`config.mk`:
```
export PLATFORM = sky130hd
export DESIGN_NAME = ahb_timer_reloader
export DESIGN_NICKNAME = d
export VERILOG_FILES = /design/src/rtl/ahb_timer_reloader.sv
export SDC_FILE = /design/constraint.sdc
export NUM_CORES = 1
export LEC_CHECK = 0
export CORE_ASPECT_RATIO = 1.75
export CORE_UTILIZATION = 45
export DETAILED_ROUTE_END_ITERATION = 10
export PLACE_DENSITY = 0.77
export SETUP_SLACK_MARGIN = 0.2
export SLEW_MARGIN = 40
export SYNTH_ARGS = -nofsm -noshare
export SYNTH_HDL_FRONTEND = slang
export SYNTH_SLANG_ARGS = --single-unit
```
`constraint.sdc`:
```
create_clock -name s_clk_i -period 2.95 [get_ports s_clk_i]
set_clock_uncertainty 0.1 [all_clocks]
set_input_delay 0.7375 -clock s_clk_i [delete_from_list [all_inputs] [get_ports s_clk_i]]
set_output_delay 0.7375 -clock s_clk_i [all_outputs]
set_load 0.01 [all_outputs]
```
`src/rtl/ahb_timer_reloader.sv`:
```
`default_nettype none
// ============================================================================
// Module  : ahb_timer_reloader
// Brief   : AHB3-Lite master that periodically reprograms MTIMECMP0. It keeps
//           a 64-bit shadow compare value and, on each timeout, adds the period
//           and rewrites the compare register with the glitch-free ACLINT
//           sequence HI=all-ones, LO, HI.
//           Optional build macro AHB_RELOADER_PARITY_EN enables address and
//           control parity on m_hparity_o. When it is undefined, that output
//           is tied to zero.
// Revision: 1.0 - initial release
// ============================================================================
module ahb_timer_reloader #(
  parameter logic [31:0] TIMER_BASE = 32'h0
) (
  input  logic        s_clk_i,
  input  logic        s_resetn_i,
  input  logic        enable_i,
  input  logic        start_i,
  input  logic [63:0] init_cmp_i,
  input  logic [31:0] period_i,
  input  logic        timeout_i,
  output logic [31:0] m_haddr_o,
  output logic [31:0] m_hwdata_o,
  output logic [1:0]  m_htrans_o,
  output logic        m_hwrite_o,
  output logic [2:0]  m_hsize_o,
  output logic [2:0]  m_hburst_o,
  output logic [3:0]  m_hprot_o,
  output logic        m_hmastlock_o,
  output logic [5:0]  m_hparity_o,
  input  logic        m_hready_i,
  input  logic        m_hresp_i,
  output logic        busy_o,
  output logic        err_o,
  output logic [31:0] ticks_o
);

  localparam logic [2:0] S_IDLE    = 3'd0;
  localparam logic [2:0] S_A_HIMAX = 3'd1;
  localparam logic [2:0] S_A_LO    = 3'd2;
  localparam logic [2:0] S_A_HI    = 3'd3;
  localparam logic [2:0] S_D_LAST  = 3'd4;
  localparam logic [2:0] S_GUARD   = 3'd5;
  localparam logic [2:0] S_ERR1    = 3'd6;

  localparam logic [31:0] C_ADDR_LO     = TIMER_BASE + 32'd8;
  localparam logic [31:0] C_ADDR_HI     = TIMER_BASE + 32'd12;
  localparam logic [1:0]  C_HTRANS_IDLE = 2'b00;
  localparam logic [1:0]  C_HTRANS_NSEQ = 2'b10;

  logic [2:0]  r_state;
  logic [63:0] r_shadow;
  logic        r_shadow_vld;
  logic        r_reload;
  logic [31:0] r_hwdata;
  logic        r_err;
  logic [31:0] r_ticks;

  logic [1:0]  w_htrans;
  logic [31:0] w_haddr;
  logic        w_data_err;

  // A data phase errors on the first cycle of the two-cycle ERROR response.
  assign w_data_err = m_hresp_i & ~m_hready_i;

  // Sequence controller: shadow update, pipelined write data, tick and error tracking.
  always_ff @(posedge s_clk_i or negedge s_resetn_i) begin
    if (!s_resetn_i) begin
      r_state      <= S_IDLE;
      r_shadow     <= 64'd0;
      r_shadow_vld <= 1'b0;
      r_reload     <= 1'b0;
      r_hwdata     <= 32'd0;
      r_err        <= 1'b0;
      r_ticks      <= 32'd0;
    end else begin
      case (r_state)
        S_IDLE: begin
          if (start_i) begin
            r_shadow     <= init_cmp_i;
            r_shadow_vld <= 1'b1;
            r_reload     <= 1'b0;
            r_err        <= 1'b0;
            r_state      <= S_A_HIMAX;
          end else if (enable_i && timeout_i && r_shadow_vld && !r_err) begin
            r_shadow <= r_shadow + {32'd0, period_i};
            r_reload <= 1'b1;
            r_state  <= S_A_HIMAX;
          end
        end
        // No data phase is outstanding here, so only hready matters.
        S_A_HIMAX: begin
          if (m_hready_i) begin
            r_hwdata <= 32'hFFFF_FFFF;
            r_state  <= S_A_LO;
          end
        end
        S_A_LO: begin
          if (w_data_err) begin
            r_err   <= 1'b1;
            r_state <= S_ERR1;
          end else if (m_hready_i) begin
            r_hwdata <= r_shadow[31:0];
            r_state  <= S_A_HI;
          end
        end
        S_A_HI: begin
          if (w_data_err) begin
            r_err   <= 1'b1;
            r_state <= S_ERR1;
          end else if (m_hready_i) begin
            r_hwdata <= r_shadow[63:32];
            r_state  <= S_D_LAST;
          end
        end
        S_D_LAST: begin
          if (w_data_err) begin
            r_err   <= 1'b1;
            r_state <= S_ERR1;
          end else if (m_hready_i) begin
            r_ticks <= r_ticks + {31'd0, r_reload};
            r_state <= S_GUARD;
          end
        end
        // Lets the timer's new compare value settle before timeout is looked at again.
        S_GUARD: r_state <= S_IDLE;
        // Second cycle of the ERROR response; the bus is left idle.
        S_ERR1: begin
          if (m_hready_i) begin
            r_state <= S_IDLE;
          end
        end
        default: r_state <= S_IDLE;
      endcase
    end
  end

  // Address-phase decode: only the three address states issue NONSEQ transfers.
  always_comb begin
    w_htrans = C_HTRANS_IDLE;
    w_haddr  = 32'd0;
    case (r_state)
      S_A_HIMAX: begin
        w_htrans = C_HTRANS_NSEQ;
        w_haddr  = C_ADDR_HI;
      end
      S_A_LO: begin
        w_htrans = C_HTRANS_NSEQ;
        w_haddr  = C_ADDR_LO;
      end
      S_A_HI: begin
        w_htrans = C_HTRANS_NSEQ;
        w_haddr  = C_ADDR_HI;
      end
      default: begin
        w_htrans = C_HTRANS_IDLE;
        w_haddr  = 32'd0;
      end
    endcase
  end

  assign m_haddr_o     = w_haddr;
  assign m_htrans_o    = w_htrans;
  assign m_hwdata_o    = r_hwdata;
  assign m_hwrite_o    = 1'b1;
  assign m_hsize_o     = 3'd2;
  assign m_hburst_o    = 3'd0;
  assign m_hprot_o     = 4'b0011;
  assign m_hmastlock_o = 1'b0;
  assign busy_o        = (r_state != S_IDLE);
  assign err_o         = r_err;
  assign ticks_o       = r_ticks;

`ifdef AHB_RELOADER_PARITY_EN
  assign m_hparity_o[0] = ^w_haddr[7:0];
  assign m_hparity_o[1] = ^w_haddr[15:8];
  assign m_hparity_o[2] = ^w_haddr[23:16];
  assign m_hparity_o[3] = ^w_haddr[31:24];
  assign m_hparity_o[4] = ^{m_hsize_o, m_hburst_o, m_hprot_o, m_hwrite_o, m_hmastlock_o};
  assign m_hparity_o[5] = ^w_htrans;
`else
  assign m_hparity_o = 6'd0;
`endif

endmodule
`default_nettype wire
```
# Word level (Yosys, flattened, before mapping)
# Index checks and enable logic that the tools add are counted.
# word_totals
regBits,134
output_inout_bits,118
wordCells,73
# classes
add_sub_neg,2
eq_ne,17
muxes,26
n_bitwise,3
reduce_logical,18
# op_table
cell,n
32-bit two-way mux,5
64-bit two-way mux,2
32-bit one-hot mux with 3 select lines,1
64-bit by 32-bit adder with 64-bit output,1
32-bit by 1-bit adder with 32-bit output,1
3-bit two-way mux,10
3-bit one-hot mux with 6 select lines,1
2-bit != test (second input constant),7
3-bit != test (second input constant),4
6-bit AND reduction,2
4-bit one-hot mux with 2 select lines,1
3-bit by 2-bit equality test with 1-bit output (second input constant),2
3-bit equality test (second input constant),2
3-bit AND reduction,2
3-bit nonzero test,2
3-bit OR reduction,2
1-bit two-way mux,4
2-bit AND reduction,2
2-bit nonzero test,2
3-bit by 1-bit equality test with 1-bit output (second input constant),1
1-bit logical AND,3
3-bit logical NOT,1
2-bit two-way mux,1
2-bit by 1-bit != test with 1-bit output (second input constant),1
5 further kinds,6

# Logic depth before layout (Yosys ltp)
# depth
ltp_word,6
depth_mapped,12
ltp_nobuf,11

# Worst setup path before layout
# Ideal clock, no wire load.
# synth_timing
path_type,input -> register
start,in period_i[0]
end,reg r_shadow[58]
setup_ns,0.134
arrival_time_ns,3.422
required_time_ns,2.716
slack_ns,-0.706
stages,12
cell_sequence,ha_1 fa_1 a211o_2 a211oi_2 or4_4 a2111oi_2 and4b_1 o31a_1 buf_2 nor4_1 a31oi_1 a21boi_0
# synth_via
elab_chain_len,3
# synth_rtl
element,line,rtl
start: declaration,21,"input logic [31:0] period_i,"
64-bit by 32-bit adder with 64-bit output,87,"r_shadow <= r_shadow + {32'd0, period_i};"
64-bit two-way mux,86,end else if (enable_i && timeout_i && r_shadow_vld && !r_err) begin
64-bit two-way mux,80,if (start_i) begin
end signal: assignment,81,r_shadow <= init_cmp_i;
end signal: assignment,87,
end: declaration,53,logic [63:0] r_shadow;
# No other way between the ends. The select of a mux whose other input is x is not followed.
# A chain may end at the register's enable or synchronous reset.

# Final worst setup path
# layout_timing
start,reg r_shadow[0]
end,reg r_shadow[46]
# layout_via
elab_chain_len,3
# layout_rtl
element,line
64-bit by 32-bit adder with 64-bit output,87
64-bit two-way mux,86
64-bit two-way mux,80
# No other way between the ends. The select of a mux whose other input is x is not followed.

==> results_dict.tcl <==
set metrics [dict create \
    die_w_microns 108 \
    syn_to_final_growth_pct 51.7 \
    setup_violations 40 \
    ys_warn_count 0 \
    worst_slew_pin_slew_ns 0.552 \
    cp-end-kind "flip-flop" \
    critical_path.top_delay_family "simple AND/OR/NAND/NOR gates" \
    combPwrFrac 0.570 \
    violations "negative setup slack" \
    portBuffers 171 \
    mostFrequentLayoutCells "buf_4 (151), clkdlybuf4s50_1 (146), dfrtp_1 (132)" \
    netlist_instances 1026 \
    status "complete, but fails checks" \
    drv_slew 0 \
    yosysTopAreaCell "dfrtp_1" \
    cts.sinks 134 \
    gr-usage-met2 0.572 \
    pin_count 221 \
    die_h_microns 187 \
    required_ns 3.18 \
    cap_violations 0 \
    grt_use_total 0.322 \
    fmax_ghz 0.292 \
    critPathSlowestCell "or4_4" \
    use_met3 0.0503 \
    diodes 0 \
    fp-row-count 67 \
    viasPerCell 5.99 \
    worst_slack_ns -0.478 \
    numCtsBuffers 17 \
    drc 0 \
    grt_first_pass_wirelength_microns 49700 \
    post-route-period-util 1.16 \
    cp.arrival_ns 3.65 \
    fin_util 0.696 \
    start_kind "flip-flop" \
    cellPowerDensity_nw_per_um2 968 \
    dr.pass1.iters 5 \
    post-synth-top-area-fraction 0.382 \
    p_seq_frac 0.262 \
    synthTopCellsByArea "dfrtp_1 (38%), o21ai_0 (5.1%), nand2_1 (5.0%), ha_1 (4.9%), a21oi_1 (4.3%)" \
    insertion_delay_ns 0.45 \
    cp_cell_sequence "ha_4 > fa_2 > a211o_4 > a211oi_4 > or4_4 > a2111oi_4 > and4b_1 > o31a_4 > nor4_4 > buf_4 > mux2i_1 > nand3_1" \
    async_flop_share 1.00 \
    ctsHtreeMaxLevel 4 \
    clk_path_buf_depth 2 \
    p_sw_w 0.00552 \
    rsz0062_at_grt "yes" \
    hold_viol_final 0 \
    setup_tns_ns -8.54 \
    gr-total-overflow 0 \
    grt_pass1_vias 9631 \
    die_area_sq_um 20100 \
    cp_max_fo 7 \
    routed_wl_microns 32100 \
    nets 1476 \
    ys_ff_latch 134 \
    route.vias.total 9534 \
    synth_edf_count 0 \
    final_common_cell "buf_4" \
    crit_type "reg -> reg" \
    grt_max_degree 65 \
    ys.flop_type "dfrtp_1" \
    period_needed_ns 3.43 \
    power.leakage_nw 5.84 \
    initial_core_util 0.459 \
    avgSynthCellArea_sq_um 8.55 \
    antenna_found_initial 0 \
    min_path_type "in -> async" \
    root_buffer "clkbuf_16" \
    routedWlPerCell_microns 20.1 \
    ant_nets 0 \
    clk_pin_slew_ns 0.07 \
    gp_congestion 0.932 \
    syn_area_sq_um 8770 \
    core-area_sq_um 19100 \
    cpPeakStageDelay_ns 0.52 \
    use_met1 0.334 \
    p_sw_frac 0.428 \
    relSlewSlack 0.631 \
    peakVddDrop_v 0.000607 \
    drive_gt1_frac 0.261 \
    busiest_layer "met2" \
    path_buf_inv 1 \
    drt_iter0_markers 711 \
    cts_tree "yes" \
    place_hpwl_microns 22500 \
    clock_power_share 0.168 \
    synth_cell_types 76 \
    p_int_w 0.00737 \
    yosysSeqAreaShare 0.382 \
    rrSetupSlack_ns -0.48 \
]
-- cell type report --
cell class              instances  area (sq um)
clock buffers                  17           425
clock inverters                15           159
fillers                      1416          5810
inverters                      18          67.6
multi-input cells             818          5830
flip-flops and latches        134          3360
well taps                     241           302
repair buffers                349          3170
-- cell families after synthesis --
kind of cell,Yosys count,share of synthesized area
other,2,0.000856
xor gates and xnor gates,54,0.0539
and+or+nand+nor,345,0.193
adders and majority gates,36,0.0519
AOI/OAI and AO/OA,322,0.231
DFF,134,0.382
muxes,12,0.0140
buffers and inverters,121,0.0730
-- what timing repair did --
action	4_1_cts	5_1_grt
hold buffers	0	0
pin swaps	77	36
setup buffers	24	9
setup endpoints to repair	54	55
resized for setup	146	46
gates cloned	1	0
-- stage by stage --
| step | power (W) | hold WS, ns | instances | instance area, sq um | setup slack [ns] |
|---|---|---|---|---|---|
| 2_1_floorplan | 0.00674 | 0.326 | 1073 | 9330 | -0.625 |
| 3_3_place_gp | 0.00936 | 0.359 | 1526 | 11900 | -1.37 |
| 3_5_place_dp | 0.00953 | 0.355 | 1526 | 11900 | -1.45 |
| 4_1_cts | 0.0124 | 0.0995 | 1583 | 13100 | -0.463 |
| 5_1_grt | 0.0136 | 0.106 | 1592 | 13300 | -0.663 |
| 6_report | 0.0129 | 0.0878 | 1592 | 13300 | -0.478 |
-- worst reg2reg max path, cell delays in order, from the launching register on --
cell and delay [ns]:
dfrtp_1 0.39, ha_4 0.16, fa_2 0.21, a211o_4 0.15, a211oi_4 0.07, or4_4 0.52, a2111oi_4 0.35, and4b_1 0.27
o31a_4 0.41, nor4_4 0.21, buf_4 0.18, mux2i_1 0.19, nand3_1 0.10
-- routing by layer --
layer  vias to the layer above  wire, microns
met5                         -              0
met3                       179           2110
li1                       4277              -
met1                      4530          10700
met4                         0           2640
met2                       548          16600
-- state kept, by name (all words and copies together) (netlist names) --
register      flops
r_shadow_vld      1
r_shadow         64
ticks_o          32
r_state           3
err_o             1
r_reload          1
m_hwdata_o       32
-- worst paths after layout --
check	from	end	depth (start not counted)
setup reg to reg	r_shadow[0]	r_shadow[46]	12
min in group s_clk_i	r_shadow_vld	r_shadow_vld	1
max in group asynchronous	s_resetn_i	r_shadow[9]	2
hold / removal	s_resetn_i	r_shadow[13]	1
hold reg to reg	r_shadow_vld	r_shadow_vld	1
setup / recovery	r_shadow[0]	r_shadow[46]	12
-- cells in the mapped netlist, drive strengths merged (10+ instances only) --
master    n
dfrtp   134
nand2   117
o21ai    92
a21oi    75
nor2     65
buf      56
clkbuf   47
o22ai    39
xnor2    39
nand3    35
ha       34
nor3     32
and3     29
a21o     22
inv      18
nand4    17
a211oi   15
xor2     15
o21bai   12
mux2i    10
-- power by group through the flow --
stage / Sequential (W) / Combinational, W / Clock (W)
after floorplan: 0.00314 / 0.00360 / 0
after global placement: 0.00328 / 0.00607 / 0
after detailed placement: 0.00331 / 0.00623 / 0
after CTS: 0.00331 / 0.00690 / 0.00218
after global routing: 0.00342 / 0.00793 / 0.00225
final: 0.00337 / 0.00734 / 0.00217
No activity file was read; power rests on OpenSTA's default activity.
